**src/rtl/tg_pkg.sv**
```systemverilog
// Shared types and constants for the timing-generator pulse sequencer.
package tg_pkg;

    // Sequencer FSM states
    typedef enum logic [1:0] {
        IDLE = 2'd0,
        LEAD = 2'd1,
        RUN  = 2'd2
    } tg_state_e;

    // Width of the completed-sequence counter shown on DA_test4
    localparam int DA4_W = 4;

endpackage

```
**src/rtl/tg_pulse_seq_if.sv**
```systemverilog
// Start/configuration/pulse bundle between the sequencer and its environment.
interface tg_pulse_seq_if
    import tg_pkg::*;
#(
    parameter int W = 4
);
    logic             TG_start;
    logic [W-1:0]     B_test1;
    logic [W-1:0]     B_test2;
    logic [W-1:0]     B_test3;
    logic             DA_test1;
    logic             DA_test2;
    logic             DA_test3;
    logic [DA4_W-1:0] DA_test4;
    logic             TG_busy;
    logic             TG_err;

    modport master (
        output TG_start, B_test1, B_test2, B_test3,
        input  DA_test1, DA_test2, DA_test3, DA_test4, TG_busy, TG_err
    );

    modport slave (
        input  TG_start, B_test1, B_test2, B_test3,
        output DA_test1, DA_test2, DA_test3, DA_test4, TG_busy, TG_err
    );
endinterface

```
**src/rtl/tg_width_cnt.sv**
```systemverilog
// Loadable W-bit down-counter; nz_o is a registered "counter is nonzero" flag
// that is high in the same cycle the loaded value becomes visible.
module tg_width_cnt #(
    parameter int W = 4
) (
    input  logic         clk,
    input  logic         rst,
    input  logic         load_i,
    input  logic [W-1:0] val_i,
    output logic         nz_o,
    output logic         zero_next_o
);
    logic [W-1:0] cnt_q, cnt_d;
    logic         nz_q;

    // Next count: load wins, otherwise decrement until zero
    always_comb begin
        cnt_d = cnt_q;
        if (load_i) begin
            cnt_d = val_i;
        end else if (cnt_q != '0) begin
            cnt_d = cnt_q - W'(1);
        end
    end

    // Counter and output flag registers; flag tracks the new count
    always_ff @(posedge clk or posedge rst) begin
        if (rst) begin
            cnt_q <= '0;
            nz_q  <= 1'b0;
        end else begin
            cnt_q <= cnt_d;
            nz_q  <= (cnt_d != '0);
        end
    end

    assign nz_o        = nz_q;
    // Lets the FSM leave RUN so that IDLE coincides with all pulses low
    assign zero_next_o = (cnt_d == '0);
endmodule

```
**src/rtl/tg_pulse_seq.sv**
```systemverilog
// Timing-generator pulse sequencer: DA_test1 pulse, two follower pulses that
// rise one cycle later, and a modulo-16 count of completed sequences.
module tg_pulse_seq
    import tg_pkg::*;
#(
    parameter int W = 4
) (
    input  logic           clk,
    input  logic           C_purst,
    tg_pulse_seq_if.slave  bus
);
    tg_state_e        state_q;
    logic [W-1:0]     b2_q, b3_q;
    logic [DA4_W-1:0] seq_cnt_q;
    logic             busy_q, err_q;

    logic cfg_ok, accept, lead;
    logic z1, z2, z3, all_done;

    assign cfg_ok   = (bus.B_test1 != '0) && (bus.B_test2 != '0) && (bus.B_test3 != '0);
    assign accept   = (state_q == IDLE) && bus.TG_start && cfg_ok;
    assign lead     = (state_q == LEAD);
    assign all_done = z1 && z2 && z3;

    tg_width_cnt #(.W(W)) u_cnt1 (
        .clk         (clk),
        .rst         (C_purst),
        .load_i      (accept),
        .val_i       (bus.B_test1),
        .nz_o        (bus.DA_test1),
        .zero_next_o (z1)
    );

    tg_width_cnt #(.W(W)) u_cnt2 (
        .clk         (clk),
        .rst         (C_purst),
        .load_i      (lead),
        .val_i       (b2_q),
        .nz_o        (bus.DA_test2),
        .zero_next_o (z2)
    );

    tg_width_cnt #(.W(W)) u_cnt3 (
        .clk         (clk),
        .rst         (C_purst),
        .load_i      (lead),
        .val_i       (b3_q),
        .nz_o        (bus.DA_test3),
        .zero_next_o (z3)
    );

    // Sequencer FSM with registered busy/error/count outputs
    always_ff @(posedge clk or posedge C_purst) begin
        if (C_purst) begin
            state_q   <= IDLE;
            b2_q      <= '0;
            b3_q      <= '0;
            seq_cnt_q <= '0;
            busy_q    <= 1'b0;
            err_q     <= 1'b0;
        end else begin
            err_q <= 1'b0;
            case (state_q)
                IDLE: begin
                    if (bus.TG_start) begin
                        if (cfg_ok) begin
                            b2_q    <= bus.B_test2;
                            b3_q    <= bus.B_test3;
                            busy_q  <= 1'b1;
                            state_q <= LEAD;
                        end else begin
                            err_q <= 1'b1;
                        end
                    end
                end
                LEAD: begin
                    state_q <= RUN;
                end
                RUN: begin
                    if (all_done) begin
                        state_q   <= IDLE;
                        busy_q    <= 1'b0;
                        seq_cnt_q <= seq_cnt_q + DA4_W'(1);
                    end
                end
                default: begin
                    state_q <= IDLE;
                end
            endcase
        end
    end

    assign bus.DA_test4 = seq_cnt_q;
    assign bus.TG_busy  = busy_q;
    assign bus.TG_err   = err_q;
endmodule

```
**src/flat_wrapper.sv**
```systemverilog
// flat-port wrapper written by rule: the top's interface ports become plain ports
module tg_pulse_seq_flat import tg_pkg::*;
#(
    parameter int W = 4
)
  (clk, C_purst, bus_TG_start, bus_B_test1, bus_B_test2, bus_B_test3, bus_DA_test1, bus_DA_test2, bus_DA_test3, bus_DA_test4, bus_TG_busy, bus_TG_err);
  tg_pulse_seq_if #(.W(W)) bus_i ();
  input  logic clk;
  input  logic C_purst;
  input wire logic [$bits(bus_i.TG_start)-1:0] bus_TG_start;
  input wire logic [$bits(bus_i.B_test1)-1:0] bus_B_test1;
  input wire logic [$bits(bus_i.B_test2)-1:0] bus_B_test2;
  input wire logic [$bits(bus_i.B_test3)-1:0] bus_B_test3;
  output wire logic [$bits(bus_i.DA_test1)-1:0] bus_DA_test1;
  output wire logic [$bits(bus_i.DA_test2)-1:0] bus_DA_test2;
  output wire logic [$bits(bus_i.DA_test3)-1:0] bus_DA_test3;
  output wire logic [$bits(bus_i.DA_test4)-1:0] bus_DA_test4;
  output wire logic [$bits(bus_i.TG_busy)-1:0] bus_TG_busy;
  output wire logic [$bits(bus_i.TG_err)-1:0] bus_TG_err;
  assign bus_i.TG_start = bus_TG_start;
  assign bus_i.B_test1 = bus_B_test1;
  assign bus_i.B_test2 = bus_B_test2;
  assign bus_i.B_test3 = bus_B_test3;
  assign bus_DA_test1 = bus_i.DA_test1;
  assign bus_DA_test2 = bus_i.DA_test2;
  assign bus_DA_test3 = bus_i.DA_test3;
  assign bus_DA_test4 = bus_i.DA_test4;
  assign bus_TG_busy = bus_i.TG_busy;
  assign bus_TG_err = bus_i.TG_err;
  tg_pulse_seq #(.W(W)) u_core (.clk(clk), .C_purst(C_purst), .bus(bus_i));
endmodule
```
**config.mk**
```make
export PLATFORM = sky130hd
export DESIGN_NAME = tg_pulse_seq_flat
export DESIGN_NICKNAME = d
export VERILOG_FILES = /design/src/rtl/tg_pkg.sv /design/src/rtl/tg_pulse_seq_if.sv /design/src/rtl/tg_width_cnt.sv /design/src/rtl/tg_pulse_seq.sv /design/src/flat_wrapper.sv
export SDC_FILE = /design/constraint.sdc
export NUM_CORES = 1
export LEC_CHECK = 0
export CAP_MARGIN = 0
export CELL_PAD_IN_SITES_DETAIL_PLACEMENT = 0
export CELL_PAD_IN_SITES_GLOBAL_PLACEMENT = 1
export CORE_MARGIN = 8
export CORE_UTILIZATION = 49
export CTS_CLUSTER_DIAMETER = 60
export DETAILED_ROUTE_END_ITERATION = 6
export DONT_BUFFER_PORTS = 1
export GPL_ROUTABILITY_DRIVEN = 1
export HOLD_SLACK_MARGIN = 0.06
export PLACE_DENSITY = 0.88
export SKIP_LAST_GASP = 1
export SYNTH_ARGS = -nofsm -noshare
export SYNTH_HDL_FRONTEND = slang
export SYNTH_HIERARCHICAL = 1
export SYNTH_SLANG_ARGS = --single-unit
export TNS_END_PERCENT = 1
```
**constraint.sdc**
```tcl
create_clock -name clk -period 3.65 [get_ports clk]
set_clock_uncertainty 0.1 [all_clocks]
set_input_delay 0.1825 -clock clk [delete_from_list [all_inputs] [get_ports clk]]
set_output_delay 0.1825 -clock clk [all_outputs]
set_load 0.05 [all_outputs]
```
==> summary.md <==
| Metric | Value |
|---|---|
| Num CTS Buffers | 5 |
| Core Area | ~0.0030 sq mm |
| Layout area overhead | 17.0% |
| Fin area | around 0.0018 sq mm |
| Synthesized area per cell | between 10 and 15 sq um |
| Drt wl/cell | 16.8 um |
| Switching share of power | around two fifths |
| Final Hold Vio Count | 0 |
| Total number of vias | 1033 |
| CP startpoint kind | primary input |
| Routed wire length | about 3100 um |
| Die Y | approximately 72 um |
| Ports | 24 |
| Yosys Warn Count | 6 |
| Power share of the clock group | 15.2% |
| Simple-gate share of the synthesized area | a little under 20% |
| CTS Buffer Depth | 2 |
| Period Utilization, post-route | between 70% and 80% |
| Critical path class | primary input to register |
| Endpoints failing setup | 0 |
| Cell variety after synth | 25 |
| Clk pin slew, worst setup/hold paths | 90 ps |
| Final GP Congestion | just under 0.9 |
| Half-perimeter wire length after placement | around 2300 um |
| Die Wd | approximately 72 um |
| Number of synthesized register bits | 31 |
| Post-synthesis cell area | about 0.0015 sq mm |
| Nets | about 170 |
| Mapped Nets | roughly 150 |
| Internal Power | about 0.92 mW |
| Crit-path leading delay family | simple AND/OR/NAND/NOR gates |
| Mux cell area share after synthesis | approximately 16% |
| Fin. max-slew vios | 0 |
| Ant. Diodes | 0 |
| Tot Pwr | about 1.5 mW |
| Critical-path maximum fanout | 7 |
| Pwr Density | ~840 mW/mm^2 |
| First-pass GRT wire length | approximately 5300 um |
| Synth Instances | about 130 |
| Setup bufs post-CTS | 0 |
| Post-Synth Adder-Cell Area | ~3.3% |
| Synth Area in Compound Gates | under 10% |
| Worst hold margin | 109 ps |
| Largest net degree at the start of global routing | 17 |
| Port bufs | 0 |
| Crit end category | register |
| Fmax | 344 MHz |
| Path category of the worst min-delay check | primary input to register |
| Clock sinks | 31 |
| Grt total ovfl | 0 |
| Period minus WS final | about 2900 ps |
| Worst stage delay on the critical path | approximately 750 ps |
| Data arrival, critical path | 3030 ps |
| Status | completed |
| TritonCTS clock tree | yes |
| Switching power | approximately 0.57 mW |
| Xor and xnor area share after synthesis | around 3.5% |
| Drt first-iter violations | about 40 |
| Final core utilization | 59.0% |
| DP Area | approximately 0.0016 sq mm |
| # H-tree levels | 2 |
| Maxcap violations | 0 |
| Crit-path most repeated cell | nor4_1 |
| Vias in the first global route | 1108 |
| Layout cells sized above 1 | between 10% and 20% |
| Die area | a little over 0.005 sq mm |
| Worst skew pair latency | between 300 and 400 ps |
| Post-route DRC | 0 |
| # rows | 20 |
| Main combinational cell family by area after synthesis | simple AND/OR/NAND/NOR gates |
| Crit path max-delay cell type | nor4_1 |
| Relative slew slack | between 40% and 50% |
| Post-synthesis sequential area ratio | about half |
| Final antenna-violating net count | 0 |
| Root buf cell | clkbuf_4 |
| Flop pwr share | 43.0% |
| Starting Density | slightly above 50% |
| Initial antenna violation count | 0 |
| Worst-margin pin slew | ~830 ps |
| Drt first pass iters | 4 |
| Setup TNS | 0 ps |
| Crit-path cells | dlygate4sd3_1 > nor4_1 > nor4_4 > mux2_4 > nor4_1 > nand3_1 > nor2_1 > mux2_2 |
| Crit path buffers/inverters | 1 |
| Vias per inst | 5.61 |
| GR Util All Layers | ~13% |
| RSZ-0062 raised after global routing | no |
| Leakage Power | just under 0.8 nW |
| Peak VDD IR | 0.446 mV |
| WP data required | around 3800 ps |
| Comb pwr share | between 40% and 50% |
power by group through the flow:
stage,registers [mW],clock network (mW),logic (mW)
floorplan,0.619,0,0.498
global placement,0.638,0,0.573
detailed placement,0.646,0,0.600
CTS,0.638,0.235,0.617
global route,0.661,0.249,0.688
finish,0.639,0.226,0.620
cell families after synthesis:
| kind of cell | after synthesis |
|---|---|
| AO/OA/AOI/OAI | 10 |
| flip-flops | 31 |
| AND/OR/NAND/NOR | 42 |
| XOR/XNOR | 6 |
| multiplexers | 21 |
| adder cells (fa/ha/maj) | 4 |
| buffers and inverters | 14 |
worst reg2reg max path, cell delays in order (launching register included):
cell     delay, ps
dfrtp_1        390
or3b_4         430
nor4_4         410
mux2_2         410
nor4_1         300
nand3_1        190
nor2_1         230
mux2_2         350
timing repair:
action | in CTS | in global routing
setup endpoints to repair | 0 | 0
endpoints found under the hold margin | 46 | 0
hold buffers | 14 | 0
resized for setup | 0 | 0
layout make-up:
class	instances	area, sq um
clock buffers	8	68.8
repair buffers	15	148
flip-flops and latches	31	776
well taps	33	41.3
inverters	14	52.6
fillers	245	1230
multi-input cells	83	686
per-layer routing:
metal / GRT usage, % / share of wire, % / vias to the layer above
met5: 0 / 0 / -
met4: 6.35 / 2.6 / 0
met3: 6.42 / 6.7 / 8
met2: 20.6 / 48 / 29
met1: 15.6 / 43 / 506
li1: - / - / 490
sequential cells by signal, summed over array words and instances (netlist names):
register	cells
u_core/bus.TG_err	1
u_core/b2_q	4
u_core/bus.TG_busy	1
u_core/u_cnt3/cnt_q	4
u_core/bus.DA_test4	4
u_core/u_cnt3/nz_o	1
u_core/state_q	2
u_core/b3_q	4
u_core/u_cnt1/nz_o	1
u_core/u_cnt1/cnt_q	4
u_core/u_cnt2/nz_o	1
u_core/u_cnt2/cnt_q	4
worst paths after layout:
path                                               start                                 end  slack (ps)  depth (start not counted)
min in group asynchronous                        C_purst    u_core/u_cnt2/cnt_q[3]$_DFF_PP0_         170                          2
setup / recovery                          bus_B_test2[3]  u_core/bus.DA_test4[1]$_DFFE_PP0P_         750                          8
max in group asynchronous                        C_purst          u_core/b3_q[0]$_DFFE_PP0P_        2700                          2
hold reg to reg               u_core/b3_q[1]$_DFFE_PP0P_          u_core/b3_q[1]$_DFFE_PP0P_         410                          1
hold / removal                            bus_B_test3[2]         u_core/bus.TG_err$_DFF_PP0_         110                          3
setup reg to reg           u_core/state_q[1]$_DFFE_PP0P_  u_core/bus.DA_test4[1]$_DFFE_PP0P_         750                          7
stage by stage:
step | worst slack (ps) | std cells
floorplan | 696 | 128
global placement | 823 | 162
detailed placement | 752 | 162
CTS | 749 | 184
global route | 555 | 184
finish | 747 | 184
cell usage in the layout (no fill, tap or decap), types with 4 or more instances in the layout:
master         Yosys  layout
mux2i_1            6       6
inv_1             14      14
o21ai_0            4       4
nor2_1             5       5
ha_1               4       4
nand2_1            6       6
dlygate4sd3_1      0      14
nor4_1             7       7
mux2_2            12      12
dfrtp_1           31      31
clkbuf_4           0       5
nor3_1             6       6
o21ai_1            6       6
cell usage after synthesis, drive strengths merged:
cell,count,share of area (%)
o21ai,10,3.3
nand2b,1,0.41
mux2i,6,4.0
nor2,5,1.2
nand2,6,1.5
nor4,8,4.3
nor3b,3,3.7
ha,4,3.3
inv,14,3.5
nand3b,3,1.5
nor3,6,2.0
dfrtp,31,51
and2b,1,0.50
mux2,15,12
xnor2,3,1.7
xor2,3,1.7
nand3,2,0.66
or2,1,0.41
or2b,1,0.50
or3b,1,0.74
or4,3,1.5
nor2b,1,0.41
(Power assumes the default switching activity.)
